<file path="src/rtl/s10077_pkg.sv">
// s10077_pkg: shared state encoding and widths for the S10077 sensor responder
package s10077_pkg;
  typedef enum logic [2:0] {IDLE, INTEG, DELAY, READ, EOS} state_t;
  localparam int PIX_W = 11;
  localparam int DATA_W = 12;
endpackage

</file>
<file path="src/rtl/s10077_sync_edge.sv">
// s10077_sync_edge: multi-flop synchronizer with a registered rise detector
// Ports: clk, rst_n (synchronous, active-low); edge_in, lvl_in asynchronous inputs;
//   rise is a one-cycle pulse on a synchronized 0->1 of edge_in; level is lvl_in
//   synchronized through the same number of stages, so it lines up with rise.
module s10077_sync_edge
  import s10077_pkg::*;
#(
  parameter int STAGES = 2
) (
  input  logic clk,
  input  logic rst_n,
  input  logic edge_in,
  input  logic lvl_in,
  output logic rise,
  output logic level
);
  logic [STAGES-1:0] e_q, e_d, l_q, l_d;
  logic p_q, p_d;
  always_comb begin
    e_d = {e_q[STAGES-2:0], edge_in};
    l_d = {l_q[STAGES-2:0], lvl_in};
    p_d = e_q[STAGES-1];
  end
  always_ff @(posedge clk) begin
    if (!rst_n) begin
      e_q <= '0;
      l_q <= '0;
      p_q <= 1'b0;
    end else begin
      e_q <= e_d;
      l_q <= l_d;
      p_q <= p_d;
    end
  end
  assign rise = e_q[STAGES-1] & ~p_q;
  assign level = l_q[STAGES-1];
endmodule

</file>
<file path="src/rtl/s10077_emu.sv">
// s10077_emu: S10077 line-sensor responder producing EOC/EOS from the driver's SENSOR_CLK and ST
// Ports: FPGA_CLK clock; FPGA_RST synchronous active-low reset; SENSOR_CLK, ST driver inputs
//   (sampled in FPGA_CLK); EOC, EOS, PIX_IDX, INTEG_CNT, BUSY, OVERRUN registered status;
//   PIX_DATA synthetic video sample.
// Optional: define S10077_EMU_VIDEO_EN to build the frame counter and PIX_DATA generator.
module s10077_emu
  import s10077_pkg::*;
#(
  parameter int PIXELS = 1024,
  parameter int START_DLY = 48,
  parameter int SYNC_STAGES = 2,
  parameter int INTEG_W = 21
) (
  input  logic               FPGA_CLK,
  input  logic               FPGA_RST,
  input  logic               SENSOR_CLK,
  input  logic               ST,
  output logic               EOC,
  output logic               EOS,
  output logic [PIX_W-1:0]   PIX_IDX,
  output logic [INTEG_W-1:0] INTEG_CNT,
  output logic               BUSY,
  output logic               OVERRUN,
  output logic [DATA_W-1:0]  PIX_DATA
);
  localparam int DW = $clog2(START_DLY + 1);
  state_t state_q, state_d;
  logic [INTEG_W-1:0] integ_q, integ_d, icnt_q, icnt_d;
  logic [DW-1:0] dly_q, dly_d;
  logic [PIX_W-1:0] pix_q, pix_d;
  logic eoc_q, eoc_d, eos_q, eos_d, busy_q, busy_d, ovr_q, ovr_d, stp_q, stp_d;
  logic sclk_rise, st_s;
  s10077_sync_edge #(.STAGES(SYNC_STAGES)) u_sync (
    .clk(FPGA_CLK), .rst_n(FPGA_RST), .edge_in(SENSOR_CLK), .lvl_in(ST),
    .rise(sclk_rise), .level(st_s)
  );
  always_comb begin
    state_d = state_q;
    integ_d = integ_q;
    icnt_d = icnt_q;
    dly_d = dly_q;
    pix_d = pix_q;
    eoc_d = eoc_q;
    eos_d = eos_q;
    busy_d = busy_q;
    ovr_d = ovr_q;
    stp_d = stp_q;
    if (sclk_rise) begin
      stp_d = st_s;
      // the EOS state always exits on its one rise, so only DELAY/READ can overrun
      if ((state_q == DELAY || state_q == READ) && st_s && !stp_q) ovr_d = 1'b1;
      case (state_q)
        IDLE: if (st_s) begin
          state_d = INTEG;
          busy_d = 1'b1;
          integ_d = INTEG_W'(1);
        end
        INTEG: if (st_s) integ_d = ~&integ_q ? integ_q + 1'b1 : integ_q;
        else begin
          // the first ST-low rise is delay count 1, so START_DLY=1 reads out immediately
          icnt_d = integ_q;
          dly_d = DW'(1);
          state_d = START_DLY == 1 ? READ : DELAY;
          eoc_d = START_DLY == 1;
          pix_d = START_DLY == 1 ? '0 : pix_q;
        end
        DELAY: begin
          dly_d = dly_q + 1'b1;
          if (dly_d == DW'(START_DLY)) begin
            state_d = READ;
            eoc_d = 1'b1;
            pix_d = '0;
          end
        end
        READ: if (eoc_q) eoc_d = 1'b0;
        else if (pix_q == PIX_W'(PIXELS - 1)) begin
          state_d = s10077_pkg::EOS;
          eos_d = 1'b1;
        end else begin
          eoc_d = 1'b1;
          pix_d = pix_q + 1'b1;
        end
        s10077_pkg::EOS: begin
          eos_d = 1'b0;
          busy_d = st_s;
          state_d = st_s ? INTEG : IDLE;
          integ_d = st_s ? INTEG_W'(1) : integ_q;
        end
        default: state_d = IDLE;
      endcase
    end
  end
  always_ff @(posedge FPGA_CLK) begin
    if (!FPGA_RST) begin
      state_q <= IDLE;
      integ_q <= '0;
      icnt_q <= '0;
      dly_q <= '0;
      pix_q <= '0;
      eoc_q <= 1'b0;
      eos_q <= 1'b0;
      busy_q <= 1'b0;
      ovr_q <= 1'b0;
      stp_q <= 1'b0;
    end else begin
      state_q <= state_d;
      integ_q <= integ_d;
      icnt_q <= icnt_d;
      dly_q <= dly_d;
      pix_q <= pix_d;
      eoc_q <= eoc_d;
      eos_q <= eos_d;
      busy_q <= busy_d;
      ovr_q <= ovr_d;
      stp_q <= stp_d;
    end
  end
`ifdef S10077_EMU_VIDEO_EN
  logic [7:0] frame_q, frame_d;
  logic [DATA_W-1:0] data_q, data_d;
  always_comb begin
    frame_d = frame_q + 8'(sclk_rise && state_q == s10077_pkg::EOS);
    data_d = eoc_d && !eoc_q ? {pix_d, 1'b0} + DATA_W'(frame_q) : data_q;
  end
  always_ff @(posedge FPGA_CLK) begin
    if (!FPGA_RST) begin
      frame_q <= '0;
      data_q <= '0;
    end else begin
      frame_q <= frame_d;
      data_q <= data_d;
    end
  end
  assign PIX_DATA = data_q;
`else
  assign PIX_DATA = '0;
`endif
  assign EOC = eoc_q;
  assign EOS = eos_q;
  assign PIX_IDX = pix_q;
  assign INTEG_CNT = icnt_q;
  assign BUSY = busy_q;
  assign OVERRUN = ovr_q;
endmodule

</file>
<file path="config.mk">
export PLATFORM = sky130hd
export DESIGN_NAME = s10077_emu
export DESIGN_NICKNAME = d
export VERILOG_FILES = /design/src/rtl/s10077_pkg.sv /design/src/rtl/s10077_sync_edge.sv /design/src/rtl/s10077_emu.sv
export SDC_FILE = /design/constraint.sdc
export NUM_CORES = 1
export LEC_CHECK = 0
export ABC_AREA = 1
export BUFFER_PORTS_ARGS = -buffer_cell sky130_fd_sc_hd__buf_2
export CAP_MARGIN = 40
export CORE_MARGIN = 4
export CORE_UTILIZATION = 57
export CTS_CLUSTER_DIAMETER = 150
export DETAILED_ROUTE_END_ITERATION = 7
export PLACE_DENSITY = 0.85
export SLEW_MARGIN = 15
export SYNTH_ARGS = -nofsm -noshare
export SYNTH_HDL_FRONTEND = slang
export SYNTH_SLANG_ARGS = --single-unit
</file>
<file path="constraint.sdc">
create_clock -name FPGA_CLK -period 1.9 [get_ports FPGA_CLK]
set_input_delay 0.38 -clock FPGA_CLK [delete_from_list [all_inputs] [get_ports FPGA_CLK]]
set_output_delay 0.38 -clock FPGA_CLK [all_outputs]
set_load 0.01 [all_outputs]
</file>
==> impl_results.html <==
<table>
<tr><th>Metric</th><th>Value</th></tr>
<tr><th colspan="2">Worst setup path</th></tr>
<tr><td>Cell at the slowest stage of the critical path</td><td>sky130_fd_sc_hd__dfxtp_4</td></tr>
<tr><td>Worst flop-to-flop path startpoint</td><td>integ_q[1]$_SDFFE_PN0P_</td></tr>
<tr><td>Worst reg2reg path depth</td><td>10</td></tr>
<tr><td>Crit Path Class</td><td>reg2reg</td></tr>
<tr><td>Setup slack of the worst register-to-register path</td><td>150 ps</td></tr>
<tr><td>Worst Setup End Kind</td><td>register</td></tr>
<tr><td>Critical path launch point</td><td>integ_q[1]$_SDFFE_PN0P_</td></tr>
<tr><td>Critical Path RT</td><td>2180 ps</td></tr>
<tr><td>CP startpoint kind</td><td>register</td></tr>
<tr><td>Maximum cell stage delay along the critical path</td><td>370 ps</td></tr>
<tr><td>Peak fanout along the critical path</td><td>6</td></tr>
<tr><td>Critical path cell sequence</td><td>ha_2 -&gt; nand2_2 -&gt; nor2_4 -&gt; nand2_4 -&gt; nor2_8 -&gt; nand3_4 -&gt; a21oi_4 -&gt; buf_4 -&gt; nand2_1 -&gt; a21oi_2</td></tr>
<tr><td>Last element of the critical path</td><td>integ_q[6]$_SDFFE_PN0P_</td></tr>
<tr><td>Worst reg2reg endpoint</td><td>integ_q[6]$_SDFFE_PN0P_</td></tr>
<tr><td>Critical Path AT</td><td>2030 ps</td></tr>
<tr><th colspan="2">Finish</th></tr>
<tr><td>Diode count</td><td>0</td></tr>
<tr><td>Storage cell area</td><td>0.00145 mm²</td></tr>
<tr><td>Layout net count</td><td>616</td></tr>
<tr><td>Share of cells above drive strength 1</td><td>18.1%</td></tr>
<tr><td>Combined area of the multi-input logic cells</td><td>0.00198 mm²</td></tr>
<tr><td>Area growth syn-to-layout</td><td>13.9%</td></tr>
<tr><td>Count of fill cells added during filler insertion</td><td>548</td></tr>
<tr><th colspan="2">Power</th></tr>
<tr><td>Pleak</td><td>1.77 nW</td></tr>
<tr><td>Worst IR Drop VDD</td><td>418 µV</td></tr>
<tr><td>Power after layout</td><td>2.81 mW</td></tr>
<tr><td>Total power divided by cell area</td><td>656 mW/mm²</td></tr>
<tr><th colspan="2">Detailed routing</th></tr>
<tr><td>DR pass1 iterations</td><td>5</td></tr>
<tr><td>Number of vias per cell after detailed routing</td><td>5.39</td></tr>
<tr><td>Average wire length per cell after detail routing</td><td>13.1 µm</td></tr>
<tr><td>Number of design rule violations left after detail routing</td><td>0</td></tr>
<tr><td>Residual antenna-violating net count after detailed routing</td><td>0</td></tr>
<tr><td>Vias</td><td>3718</td></tr>
<tr><td>Drt total wl</td><td>9.06 mm</td></tr>
<tr><td>Iteration-0 DRC Markers</td><td>210</td></tr>
<tr><th colspan="2">Floorplanning</th></tr>
<tr><td>Standard-cell row count</td><td>29</td></tr>
<tr><td>Effective utilization at floorplan</td><td>59.0%</td></tr>
<tr><td>Number of top-level pins</td><td>52</td></tr>
<tr><td>Die Y-Extent</td><td>89.3 µm</td></tr>
<tr><td>Die ar.</td><td>0.00797 mm²</td></tr>
<tr><td>Placeable core area</td><td>0.00639 mm²</td></tr>
<tr><td>Chip width</td><td>89.3 µm</td></tr>
<tr><th colspan="2">Global routing</th></tr>
<tr><td>GRT overflow</td><td>0</td></tr>
<tr><td>Pin count of the biggest net entering global routing</td><td>35</td></tr>
<tr><td>Vias in the first global route</td><td>3313</td></tr>
<tr><td>Combined global-route utilization of all metal layers</td><td>23.7%</td></tr>
<tr><td>Wire length of the first global-routing pass</td><td>14.9 mm</td></tr>
<tr><td>Antenna violations before repair</td><td>0</td></tr>
<tr><th colspan="2">STA</th></tr>
<tr><td>Final period utilization</td><td>92.1%</td></tr>
<tr><td>Number of failing hold endpoints at the final stage</td><td>0</td></tr>
<tr><td>Total count of max-transition violations in the final report</td><td>0</td></tr>
<tr><td>Post-Route Skew</td><td>8.62 ps</td></tr>
<tr><td>Minimum clock period after layout</td><td>1750 ps</td></tr>
<tr><td>Maximum operating frequency</td><td>571 MHz</td></tr>
<tr><td>Setup TNS Final</td><td>0 ps</td></tr>
<tr><td>Final setup violation count</td><td>0</td></tr>
<tr><td>RSZ-0062 raised after global routing</td><td>no</td></tr>
<tr><th colspan="2">Synthesis</th></tr>
<tr><td>Average footprint of a synthesized cell</td><td>6.79 µm²</td></tr>
<tr><td>Post-synth EDFFs</td><td>0</td></tr>
<tr><td>Most used standard cell by instance count after synthesis</td><td>sky130_fd_sc_hd__nand2_1</td></tr>
<tr><td>Synth top area cells</td><td>sky130_fd_sc_hd__dfxtp_1, sky130_fd_sc_hd__nand2_1, sky130_fd_sc_hd__nor2_1, sky130_fd_sc_hd__a21oi_1, sky130_fd_sc_hd__nand3_1</td></tr>
<tr><td>Share of Yosys cell area claimed by the top area cell type</td><td>38.3%</td></tr>
<tr><td>Mapped Area</td><td>0.00377 mm²</td></tr>
<tr><td>Cells after Synth</td><td>555</td></tr>
<tr><td>Share of flip-flops with an asynchronous set or reset after synthesis</td><td>0%</td></tr>
<tr><td>Yosys warnings</td><td>0</td></tr>
<tr><td>Leading area contributor after synthesis</td><td>sky130_fd_sc_hd__dfxtp_1</td></tr>
<tr><td>Most common flop cell mapped by yosys</td><td>sky130_fd_sc_hd__dfxtp_1</td></tr>
<tr><td>Distinct cells, synth</td><td>39</td></tr>
<tr><td>Top cells by instance count after synthesis</td><td>sky130_fd_sc_hd__nand2_1, sky130_fd_sc_hd__nor2_1, sky130_fd_sc_hd__dfxtp_1, sky130_fd_sc_hd__a21oi_1, sky130_fd_sc_hd__inv_1</td></tr>
<tr><td>Synthesized flop and latch total</td><td>72</td></tr>
<tr><td>Sequential element share of the synthesized area</td><td>38.3%</td></tr>
<tr><th colspan="2">CTS</th></tr>
<tr><td>Total clock buffers created by CTS</td><td>9</td></tr>
<tr><td>CTS Hold Buffers Added</td><td>0</td></tr>
<tr><td>Count of clock tree sinks</td><td>72</td></tr>
<tr><td>Number of buffers on the longest clock path</td><td>2</td></tr>
<tr><td>CTS tree</td><td>yes</td></tr>
<tr><td>Clock edge transition at the registers on the reported setup and hold paths</td><td>70 ps</td></tr>
<tr><td>Number of levels in the clock H-tree</td><td>3</td></tr>
<tr><td>Clock root buffer</td><td>sky130_fd_sc_hd__clkbuf_8</td></tr>
<tr><td>Clock latency of the later-clocked register in the worst-skew pair</td><td>350 ps</td></tr>
<tr><th colspan="2">Placed design</th></tr>
<tr><td>HPWL reported at the end of detailed placement</td><td>6.42 mm</td></tr>
<tr><td>Input/output buffers</td><td>39</td></tr>
<tr><td>Routability congestion estimate</td><td>0.997</td></tr>
<tr><th colspan="2">Run</th></tr>
<tr><td>Maximum Capacitance Violations</td><td>0</td></tr>
<tr><th colspan="2">Min path</th></tr>
<tr><td>Type of the most critical hold path</td><td>in2reg</td></tr>
<tr><td>Hold Path Stages</td><td>3</td></tr>
<tr><th colspan="2">Run status</th></tr>
<tr><td>Outcome</td><td>finished, final reports clean</td></tr>
</table>
[metal layers]
| metal | up-vias | GRT usage (%) | routed length [µm] |
|---|---|---|---|
| met4 | 0 | 11.6 | 243 |
| met5 | - | 0 | 0 |
| met3 | 24 | 4.06 | 621 |
| li1 | 1856 | - | - |
| met1 | 1697 | 30.6 | 4010 |
| met2 | 141 | 38.2 | 4190 |
[how the worst min path moves through the flow]
stage | from | endpoint
floorplan | u_sync.e_q[0]$_SDFF_PN0_ | u_sync.e_q[1]$_SDFF_PN0_
global placement | u_sync.l_q[0]$_SDFF_PN0_ | u_sync.l_q[1]$_SDFF_PN0_
detailed placement | u_sync.l_q[0]$_SDFF_PN0_ | u_sync.l_q[1]$_SDFF_PN0_
CTS | SENSOR_CLK | u_sync.e_q[0]$_SDFF_PN0_
global route | SENSOR_CLK | u_sync.e_q[0]$_SDFF_PN0_
finish | SENSOR_CLK | u_sync.e_q[0]$_SDFF_PN0_
[flip-flops by register name, summed over array words and instances (netlist names)]
name        count
dly_q           6
stp_q           1
state_q         3
PIX_IDX        11
u_sync.e_q      2
OVERRUN         1
u_sync.p_q      1
u_sync.l_q      2
integ_q        21
BUSY            1
EOC             1
INTEG_CNT      21
EOS             1
[final cells by class]
type	count	share of cell area [%]
flip-flops and latches	72	33.7
multi-input cells	412	46.2
inverters	52	4.55
well taps	77	2.25
clock buffers	12	3.38
repair buffers	62	8.96
clock inverters	3	0.992
[what timing repair did]
| item | CTS | global route |
|---|---|---|
| setup buffers | 0 | 1 |
| setup endpoints to repair | 0 | 30 |
| endpoints found under the hold margin | 0 | 0 |
| resized for setup | 0 | 6 |
[cell usage in the layout, fill, tap and decap left out, types with 4 or more instances in the layout]
cell,netlist,routed
sky130_fd_sc_hd__nand2_2,5,4
sky130_fd_sc_hd__nor2_1,86,86
sky130_fd_sc_hd__a21oi_2,6,6
sky130_fd_sc_hd__nor2_4,4,4
sky130_fd_sc_hd__nand4_1,8,8
sky130_fd_sc_hd__inv_2,7,7
sky130_fd_sc_hd__xor2_1,8,8
sky130_fd_sc_hd__inv_1,44,44
sky130_fd_sc_hd__nand3_1,38,38
sky130_fd_sc_hd__buf_2,5,39
sky130_fd_sc_hd__clkbuf_8,0,10
sky130_fd_sc_hd__nand2_1,142,143
sky130_fd_sc_hd__dfxtp_1,72,71
sky130_fd_sc_hd__a21oi_1,45,45
sky130_fd_sc_hd__buf_4,12,21
sky130_fd_sc_hd__o21ai_0,28,28
sky130_fd_sc_hd__nor2_2,4,4
sky130_fd_sc_hd__conb_1,1,12
[power breakdown]
| group | internal [mW] | total (mW) | switching (mW) |
|---|---|---|---|
| logic | 0.0259 | 0.103 | 0.0766 |
| clock network | 0.634 | 1.19 | 0.553 |
| registers | 1.52 | 1.52 | 0.00670 |
[critical path: cells and delay by family (launching register included)]
family / cells / cell delay, ps
AND/OR/NAND/NOR: 6 / 570
flip-flops: 1 / 370
AO/OA/AOI/OAI: 2 / 370
buffers and inverters: 1 / 190
adder cells (fa/ha/maj): 1 / 180
[logic make-up (layout without fill, tap and decap cells)]
logic type	Yosys count	after routing	share of synthesized area [%]
and+or+nand+nor	303	304	35.7
AOI/OAI and AO/OA	84	84	12.2
buffers and inverters	83	129	10.6
DFF	72	72	38.3
xor gates and xnor gates	9	9	2.09
adders and majority gates	3	3	0.997
other	1	12	0.0996
[through the flow]
stage | hold WS, ps | util (%) | std cells | worst slack (ps) | area, µm²
after CTS | 207 | 66.7 | 688 | 85.6 | 4260
after detailed placement | 421 | 63.8 | 673 | 126 | 4070
after floorplan | 390 | - | 566 | 230 | 3810
after global routing | 215 | 67.2 | 690 | 11.5 | 4290
after global placement | 406 | 63.8 | 673 | 178 | 4070
final | 222 | 67.2 | 690 | 149 | 4290
(Power assumes the default switching activity.)
